**src/rtl/sram_arbiter.sv**
```systemverilog
// sram_arbiter: shares one SRAM-like memory port between instruction fetch
// and the load/store path. One transaction outstanding; data wins ties unless
// fetch has been passed over MAX_DATA_STREAK times in a row. A branch
// redirect can drop an in-flight fetch without disturbing the memory side.
module sram_arbiter #(
  parameter int MAX_DATA_STREAK = 2
) (
  input  logic        clk,
  input  logic        reset,
  input  logic        inst_req,
  input  logic [31:0] inst_addr,
  input  logic        inst_cancel,
  output logic        inst_addr_ok,
  output logic        inst_data_ok,
  output logic [31:0] inst_rdata,
  input  logic        data_req,
  input  logic        data_we,
  input  logic [3:0]  data_wstrb,
  input  logic [31:0] data_addr,
  input  logic [31:0] data_wdata,
  output logic        data_addr_ok,
  output logic        data_data_ok,
  output logic [31:0] data_rdata,
  output logic        mem_req,
  output logic        mem_we,
  output logic [3:0]  mem_wstrb,
  output logic [31:0] mem_addr,
  output logic [31:0] mem_wdata,
  input  logic        mem_addr_ok,
  input  logic        mem_data_ok,
  input  logic [31:0] mem_rdata,
  output logic        busy
);

  localparam int SW = (MAX_DATA_STREAK < 1) ? 1 : $clog2(MAX_DATA_STREAK + 1);
  localparam logic [SW-1:0] STREAK_MAX = SW'(MAX_DATA_STREAK);

  localparam logic [1:0] S_IDLE = 2'd0;
  localparam logic [1:0] S_REQ  = 2'd1;
  localparam logic [1:0] S_RESP = 2'd2;

  localparam logic OWN_DATA = 1'b0;
  localparam logic OWN_INST = 1'b1;

  logic [1:0]    state_q, state_d;
  logic [SW-1:0] streak_q, streak_d;
  logic          owner_q, owner_d;
  logic          drop_q, drop_d;
  logic          we_q, we_d;
  logic [3:0]    wstrb_q, wstrb_d;
  logic [31:0]   addr_q, addr_d;
  logic [31:0]   wdata_q, wdata_d;
  logic [31:0]   inst_rdata_q, inst_rdata_d;
  logic [31:0]   data_rdata_q, data_rdata_d;
  logic          inst_dok_q, inst_dok_d;
  logic          data_dok_q, data_dok_d;

  logic inst_qual;
  logic grant_inst;
  logic grant_data;

  // Grant decision: only in IDLE; a same-cycle cancel disqualifies the fetch.
  always_comb begin
    inst_qual  = inst_req & ~inst_cancel;
    grant_inst = 1'b0;
    grant_data = 1'b0;
    if (state_q == S_IDLE && !reset) begin
      if (data_req && inst_qual) begin
        if (streak_q == STREAK_MAX) grant_inst = 1'b1;
        else                        grant_data = 1'b1;
      end else if (data_req) begin
        grant_data = 1'b1;
      end else if (inst_qual) begin
        grant_inst = 1'b1;
      end
    end
  end

  // Next-state logic: latch the granted request, track the memory handshake,
  // and turn the memory response into a one-cycle data_ok for the owner.
  always_comb begin
    state_d      = state_q;
    streak_d     = streak_q;
    owner_d      = owner_q;
    drop_d       = drop_q;
    we_d         = we_q;
    wstrb_d      = wstrb_q;
    addr_d       = addr_q;
    wdata_d      = wdata_q;
    inst_rdata_d = inst_rdata_q;
    data_rdata_d = data_rdata_q;
    inst_dok_d   = 1'b0;
    data_dok_d   = 1'b0;
    case (state_q)
      S_IDLE: begin
        drop_d = 1'b0;
        // Streak only counts data wins that actually made fetch wait.
        if (!inst_req || grant_inst) begin
          streak_d = '0;
        end else if (grant_data && streak_q != STREAK_MAX) begin
          streak_d = streak_q + SW'(1);
        end
        if (grant_inst) begin
          owner_d = OWN_INST;
          we_d    = 1'b0;
          wstrb_d = 4'b0000;
          addr_d  = inst_addr;
          wdata_d = 32'h0;
          state_d = S_REQ;
        end else if (grant_data) begin
          owner_d = OWN_DATA;
          we_d    = data_we;
          wstrb_d = data_we ? data_wstrb : 4'b0000;
          addr_d  = data_addr;
          wdata_d = data_wdata;
          state_d = S_REQ;
        end
      end
      S_REQ: begin
        if (inst_cancel && owner_q == OWN_INST) drop_d = 1'b1;
        // A stray mem_data_ok here is ignored.
        if (mem_addr_ok) state_d = S_RESP;
      end
      S_RESP: begin
        if (inst_cancel && owner_q == OWN_INST) drop_d = 1'b1;
        if (mem_data_ok) begin
          state_d = S_IDLE;
          drop_d  = 1'b0;
          if (owner_q == OWN_INST) begin
            inst_rdata_d = mem_rdata;
            // A cancel landing with the response still suppresses it.
            inst_dok_d   = ~drop_q & ~inst_cancel;
          end else begin
            data_rdata_d = mem_rdata;
            data_dok_d   = 1'b1;
          end
        end
      end
      default: state_d = S_IDLE;
    endcase
  end

  // State and output registers; reset clears everything so all outputs read 0.
  always_ff @(posedge clk) begin
    if (reset) begin
      state_q      <= S_IDLE;
      streak_q     <= '0;
      owner_q      <= OWN_DATA;
      drop_q       <= 1'b0;
      we_q         <= 1'b0;
      wstrb_q      <= 4'b0000;
      addr_q       <= 32'h0;
      wdata_q      <= 32'h0;
      inst_rdata_q <= 32'h0;
      data_rdata_q <= 32'h0;
      inst_dok_q   <= 1'b0;
      data_dok_q   <= 1'b0;
    end else begin
      state_q      <= state_d;
      streak_q     <= streak_d;
      owner_q      <= owner_d;
      drop_q       <= drop_d;
      we_q         <= we_d;
      wstrb_q      <= wstrb_d;
      addr_q       <= addr_d;
      wdata_q      <= wdata_d;
      inst_rdata_q <= inst_rdata_d;
      data_rdata_q <= data_rdata_d;
      inst_dok_q   <= inst_dok_d;
      data_dok_q   <= data_dok_d;
    end
  end

  assign inst_addr_ok = grant_inst;
  assign data_addr_ok = grant_data;
  assign inst_data_ok = inst_dok_q;
  assign data_data_ok = data_dok_q;
  assign inst_rdata   = inst_rdata_q;
  assign data_rdata   = data_rdata_q;
  assign mem_req      = (state_q == S_REQ);
  assign mem_we       = we_q;
  assign mem_wstrb    = wstrb_q;
  assign mem_addr     = addr_q;
  assign mem_wdata    = wdata_q;
  assign busy         = (state_q != S_IDLE);

endmodule

```
**config.mk**
```make
export PLATFORM = sky130hd
export DESIGN_NAME = sram_arbiter
export DESIGN_NICKNAME = d
export VERILOG_FILES = /design/src/rtl/sram_arbiter.sv
export SDC_FILE = /design/constraint.sdc
export NUM_CORES = 1
export LEC_CHECK = 0
export BUFFER_PORTS_ARGS = -buffer_cell sky130_fd_sc_hd__buf_2
export CAP_MARGIN = 40
export CELL_PAD_IN_SITES_DETAIL_PLACEMENT = 0
export CELL_PAD_IN_SITES_GLOBAL_PLACEMENT = 2
export CORE_MARGIN = 1
export CORE_UTILIZATION = 23
export DETAILED_ROUTE_END_ITERATION = 16
export PLACE_DENSITY = 0.77
export SETUP_SLACK_MARGIN = 0.3
export SYNTH_ARGS = -nofsm -noshare
export SYNTH_HDL_FRONTEND = slang
export SYNTH_SLANG_ARGS = --single-unit
```
**constraint.sdc**
```tcl
create_clock -name clk -period 2.5 [get_ports clk]
set_clock_uncertainty 0.05 [all_clocks]
set_input_delay 0.625 -clock clk [delete_from_list [all_inputs] [get_ports clk]]
set_output_delay 0.625 -clock clk [all_outputs]
set_load 0.1 [all_outputs]
```
======== Word level (Yosys, flattened, before mapping) ========
Cells that the tools add are included.
operators by class
  add/sub/neg operators ................... 1
  multipliers ............................. 0
  div/mod/pow operators ................... 0
  order comparisons ....................... 0
  equality and inequality tests ........... 7
  shifts and indexed selects .............. 0
  mux-type cells .......................... 31
  bitwise gates (word level) .............. 7
  reductions and logical operators ........ 19
operators by type and width
  cell                   number
  $mux W32               4
  $mux W1                16
  $mux W2                6
  $mux W4                3
  $reduce_and A3 Y1      3
  $pmux W2 S3            1
  $reduce_bool A2 Y1     3
  $not A1 Y1             5
  $eq A2 B2 Y1 const B   2
  $logic_and A1 B1 Y1    4
  $ne A2 B2 Y1 const B   2
  $reduce_and A2 Y1      2
  $reduce_or A4 Y1       1
  $ne A3 B3 Y1 const B   1
  $pmux W1 S3            1
  $reduce_bool A3 Y1     1
  $reduce_or A3 Y1       1
  $add A2 B1 Y2 const B  1
  $and A1 B1 Y1          2
  $eq A2 B1 Y1 const B   1
  $logic_not A1 Y1       2
  $logic_not A2 Y1       1
  $ne A2 B1 Y1 const B   1
  $logic_or A1 B1 Y1     1
word-level totals
  bits in registers ....................... 141
  bits in latches ......................... 0
  bits in writable memories ............... 0
  bits in read-only memories .............. 0
  input port bits ......................... 140
  memories ................................ 0

======== Longest topological paths before layout ========
Gate-level depths: netlist of run 1.
  depth in word-level cells ............... 9
  mapped depth ............................ 9
  gate-level depth less buffers ........... 7

======== Least setup slack after synthesis of run 1 ========
No wires, ideal clock.
  path type ............................... input -> output
  from .................................... input port inst_req
  to ...................................... output port inst_addr_ok
  arrival ................................. 2,016 ps
  data required time ...................... 1,825 ps
  setup slack ............................. -191 ps
  stages .................................. 5
  path buffers ............................ 2
  path through ............................ nor2b_1 -> nand4b_1 -> clkbuf_1 -> clkbuf_1 -> inv_1
between the ends
  cells in the longest elaborated chain, start to end .. 5
ends and longest elaborated chain
  what                RTL line  text
  start: declaration  10        input logic inst_req,
  $and A1 B1 Y1 *     64        inst_qual = inst_req & ~inst_cancel;
  $mux W1             73        end else if (inst_qual) begin
  $mux W1             71        end else if (data_req) begin
  $mux W1 *           68        if (data_req && inst_qual) begin
  $mux W1 *           67        if (state_q == S_IDLE && !reset) begin
  end: declaration    13        output logic inst_addr_ok,
Every way passes the cells marked *; elsewhere a longest branch is shown, timed or not.

======== Final worst setup path of run 1 ========
  from .................................... register streak_q[0]
  to ...................................... output port data_addr_ok
between the ends
  cells in the longest elaborated chain, start to end .. 4
ends and longest elaborated chain
  what                      RTL line  text
  start: declaration        46        logic [SW-1:0] streak_q, streak_d;
  start signal: assignment  160       streak_q <= streak_d;
  $eq A2 B2 Y1              69        if (streak_q == STREAK_MAX) grant_inst = 1'b1;
  $mux W1                   69
  $mux W1                   68
  $mux W1                   67
  end: declaration          21        output logic data_addr_ok,
Every way passes these cells.

==> metrics, run 1 <==
ratio of cells with drive above 1 in the final layout 0.363; CTS tree done; RSZ-0062 raised after global routing true; WS Path Type reg -> out; most common cell in the netlist nand2_1; All-Layer GR Usage 0.156; Reg2Reg Setup Slack 0.44 ns; Die ar. 0.0236 mm^2; outcome completed; max capacitance violation total 0; Post-Route Utilization 0.342; share of the synthesized area in the top cell type 0.534; Post-synth EDFFs 0; Tcrit/Tclk final 0.964; Hold Vio Cnt, Final 0; Synth Area per Inst 7.84 um^2; core area 0.0226 mm^2; Warnings, synthesis 0; CP Data Arrival Time 1.73 ns; post-synth cell types 29; DR pass1 iterations 4; worst r2r path cells 9; r2r startpoint streak_q[0]; Mapped Cells 674; antenna-violating nets left 0; pin count of the biggest net entering global routing 70; DPL Wire Length 12,300 um; crit end category output port; Detailed Route Iter0 Violations 210; final wirelength 18,300 um; register area share after synthesis 0.534; IO buf count 278; Setup TNS Final 0 ns; total grt overflow 0; CP startpoint kind flop; first-pass GRT wire length 28,900 um; Hold Crit Class reg -> reg; CTS max path bufs 2; Die H 154 um; Setup violations, final 0; Crit Path Max Fanout 3; number of global-route vias before repair 5,345; GPL Wtd Cong 0.718; VDD IR max 366 uV; CTS HTree Levels 4; post-synth net total 819; power per cell area 836 mW/mm^2; WL/cell 14.8 um; FF-to-FF End mem_addr[30]; ant diodes 0; Starting Density 0.234; Worst-path clk slew 0.06 ns; drc violations 0; area grow syn2layout 46.2%; Max Clock Freq 0.415 GHz; leakage 3.42 nW; number of synthesized register bits 141; DR vias/cell 4.43; fin. max-slew vios 0; hold path cells 1; # hold bufs at CTS 0; Area contributors post-synth dfxtp_1, nand2_1, a21oi_1; I/O pin count 279; hold path startpoint drop_q; Root Driver clkbuf_16; Critical Path RT 1.82 ns; nets 1,084; ys flop type dfxtp_1; Die Wd 154 um; post-synth top area cell dfxtp_1; Final min period 2.41 ns; ys async rst share 0; FP Rows 55; Worst Tran Pin Value 0.682 ns; end of the worst hold path inst_data_ok; Post-Synthesis Cell Area 0.00528 mm^2; Post-synth top cells nand2_1, dfxtp_1, a21oi_1; clk sinks 141; Clock Latency Late Sink 0.41 ns; CTS Buf Count 17; initial antenna violation count 4; Relative slew margins 0.545; vias 5,476
## worst max-delay path, stage by stage (launching register included)
cell,delay (ns)
dfxtp_2,0.34
inv_2,0.04
ha_4,0.14
and3b_1,0.17
or3_4,0.37
clkinv_4,0.08
buf_12,0.17
## sequential cells by signal (all words and copies together), names as in the netlist
signal and cells:
data_data_ok 1, data_rdata 32, drop_q 1, inst_data_ok 1, inst_rdata 32, mem_addr 32
mem_wdata 32, mem_we 1, mem_wstrb 4, owner_q 1, state_q 2, streak_q 2
## worst max path at each step
stage | from | endpoint | slack (ns) | cells after the start
final | streak_q[0] | data_addr_ok | 0.09 | 6
after global routing | streak_q[0] | data_addr_ok | 0.03 | 6
after CTS | streak_q[0] | data_addr_ok | 0.05 | 6
after detailed placement | inst_req | data_addr_ok | 0.11 | 5
after global placement | inst_cancel | data_addr_ok | 0.09 | 5
after floorplan | reset | inst_addr_ok | 0.23 | 5
## cell usage in the layout, fill, tap and decap left out, types with 2 or more instances in the layout
master and count:
buf_2 273, nand2_1 265, dfxtp_1 138, a21oi_1 105
nor2_1 35, a311oi_1 31, clkbuf_16 17, buf_4 16
buf_12 7, nand3_1 6, inv_1 5, clkinvlp_4 4
inv_2 3, clkinv_4 3, o21ai_0 3, ha_1 3
bufinv_16 3, inv_6 3, dfxtp_2 3, nand2b_1 2
nor3_1 2, a211oi_1 2, ha_4 2, inv_8 2
buf_6 2
## layout make-up
type | instances | area [um^2]
inverters | 10 | 46.3
clock buffers | 18 | 429
flip-flops and latches | 141 | 2830
repair buffers | 298 | 1650
clock inverters | 14 | 184
well taps | 285 | 357
multi-input cells | 471 | 2230
fillers | 2510 | 14900
## through the flow
| step | setup WS [ns] | hold WS [ns] | area [um^2] | instances | power [W] |
|---|---|---|---|---|---|
| after global routing | 0.0253 | 0.379 | 7720 | 1237 | 0.00673 |
| final | 0.0901 | 0.378 | 7720 | 1237 | 0.00645 |
| after detailed placement | 0.108 | 0.362 | 7030 | 1200 | 0.00381 |
| after global placement | 0.0936 | 0.374 | 7030 | 1200 | 0.00381 |
| after floorplan | 0.229 | 0.349 | 5350 | 674 | 0.00348 |
| after CTS | 0.0543 | 0.361 | 7700 | 1235 | 0.00656 |
## kinds of logic (layout without fill, tap and decap cells)
family                   after synthesis  after routing  share of synthesized area
flip-flops                           141            141                      0.534
AO/OA/AOI/OAI                        146            146                      0.166
AND/OR/NAND/NOR                      320            320                      0.235
buffers and inverters                 62            340                     0.0524
adder cells (fa/ha/maj)                5              5                     0.0118
## where the power goes
part	total, W	switching [W]	leakage, nW	internal, W
Clock	0.00268	0.00108	0.291	0.00160
Sequential	0.00240	0.0000527	1.14	0.00235
Combinational	0.00138	0.00108	1.98	0.000300
Total	0.00645	0.00221	3.42	0.00424
## per-layer routing
layer  global-route usage  vias to the layer above  part of all wire
met2                0.245                      214              0.45
met1                0.189                     2491              0.43
li1                     -                     2743                 -
met3               0.0696                       20              0.10
met4               0.0495                        8             0.012
met5                    0                        -            0.0032
## what timing repair did
| item | CTS | global route |
|---|---|---|
| gates resized for setup | 13 | 2 |
| setup buffers | 3 | 2 |
| pin swaps | 3 | 0 |
| endpoints found under the setup margin | 7 | 3 |
(Power assumes the default switching activity.)
==> run 2: changes to the inputs <==
- SLEW_MARGIN: default -> 20
- clock period: 2.5 -> 2.55 ns (I/O delays scaled with it)
==> run 2 against run 1 <==
Via count decreased by 0.51%. Routed wire length fell by 0.10%. Largest cell class unchanged. Global-route usage up 0.11 points. Critical path depth is the same. First-iteration DRC count rose by 36%. Design area is 1.0% lower. Non-clock buffer count is the same.
==> metrics, run 2 (synthesized netlist as in run 1, its figures left out) <==
outcome completed; CTS max path bufs 2; number of global-route vias before repair 5,253; final wirelength 18,200 um; initial antenna violation count 2; register area 0.00283 mm^2; Crit Path Max Fanout 2; Detailed Route Iter0 Violations 286; Die H 154 um; CTS tree done; GPL Wtd Cong 0.716; hold_ws 0.393 ns; fin. max-slew vios 0; drc violations 0; Reg2Reg Setup Slack 0.48 ns; Tcrit/Tclk final 0.935; Crit. Startpoint streak_q[0]; All-Layer GR Usage 0.157; Die ar. 0.0236 mm^2; nets 1,084; Relative slew margins 0.477; power per cell area 813 mW/mm^2; RSZ-0062 raised after global routing true; DR pass1 iterations 6; max capacitance violation total 0; ratio of cells with drive above 1 in the final layout 0.363; clk sinks 141; Final min period 2.38 ns; antenna-violating nets left 0; leakage 3.38 nW; IO buf count 278; DR vias/cell 4.40; Setup violations, final 0; total grt overflow 0; Setup crit end data_addr_ok; pin count of the biggest net entering global routing 70; Hold Vio Cnt, Final 0; fillers 2,517; DPL Wire Length 12,400 um; FP Rows 55; Worst-path clk slew 0.07 ns; commonest non-fill, non-tap cell in the layout buf_2; area grow syn2layout 44.7%; final instance area 0.00764 mm^2; Worst Tran Pin Value 0.784 ns; worst r2r path cells 9; vias 5,448; Max Clock Freq 0.419 GHz; CTS HTree Levels 4; CP Data Arrival Time 1.70 ns; Post-Route Utilization 0.339; # hold bufs at CTS 0; Clock Latency Late Sink 0.41 ns; r2r startpoint streak_q[0]; FF-to-FF End mem_addr[7]; WL/cell 14.7 um; Setup TNS Final 0 ns; Hold Crit Class in -> reg; core area 0.0226 mm^2; Placed Area 0.00698 mm^2; crit end category output port; Critical Path RT 1.86 ns; Die Wd 154 um; most frequent cells in the layout buf_2, nand2_1, dfxtp_1; first-pass GRT wire length 28,800 um; WS Path Type reg -> out; Root Driver clkbuf_16; multi-input logic area 0.00223 mm^2; VDD IR max 395 uV; I/O pin count 279; Starting Density 0.234; CP startpoint kind flop; CTS Buf Count 17
## run 2: critical path, cell delays in order (launching register included)
cell,delay (ns)
dfxtp_2,0.33
inv_2,0.04
ha_4,0.14
and3b_1,0.16
or3_4,0.35
clkinv_4,0.08
buf_12,0.16
## run 2: timing repair
item                       CTS  global route
pin swaps                    3             1
gates resized for setup     12             2
setup endpoints to repair   11             3
setup buffers                5             0
## run 2: area by class of cell
type,count,share of cell area
Multi-Input combinational cell,471,0.292
Clock buffer,18,0.0561
Sequential cell,141,0.370
Antenna cell,1,0.000327
Timing Repair Buffer,298,0.209
Clock inverter,14,0.0206
Tap cell,285,0.0467
Inverter,10,0.00606
## run 2: worst min-delay path by stage
| stage | start | endpoint | slack [ns] | depth (start not counted) |
|---|---|---|---|---|
| after floorplan | drop_q | inst_data_ok | 0.35 | 1 |
| after global placement | mem_wstrb[1] | mem_wstrb[1] | 0.39 | 2 |
| after detailed placement | drop_q | inst_data_ok | 0.38 | 1 |
| after CTS | data_wdata[15] | mem_wdata[15] | 0.37 | 3 |
| after global routing | data_wdata[19] | mem_wdata[19] | 0.38 | 3 |
| final | data_wdata[15] | mem_wdata[15] | 0.39 | 3 |
## run 2: routing by layer
| layer | global-route usage | vias to the layer above | wire length (um) |
|---|---|---|---|
| li1 | - | 2751 | - |
| met4 | 0.0533 | 2 | 257 |
| met1 | 0.188 | 2475 | 7870 |
| met3 | 0.0705 | 21 | 1780 |
| met2 | 0.248 | 199 | 8330 |
| met5 | 0 | - | 8 |
## run 2: per-stage QoR
stage / total power, W / instances / worst slack [ns]
floorplan: 0.00341 / 674 / 0.254
global placement: 0.00372 / 1200 / 0.137
detailed placement: 0.00372 / 1200 / 0.123
CTS: 0.00632 / 1237 / 0.130
global route: 0.00650 / 1237 / 0.0936
finish: 0.00621 / 1238 / 0.166
## run 2: where the power goes
part	leakage, nW	switching, W	internal (W)
clock	0.279	0.00106	0.00146
sequential	1.14	0.0000511	0.00230
combinational	1.96	0.00105	0.000282
total	3.38	0.00216	0.00405
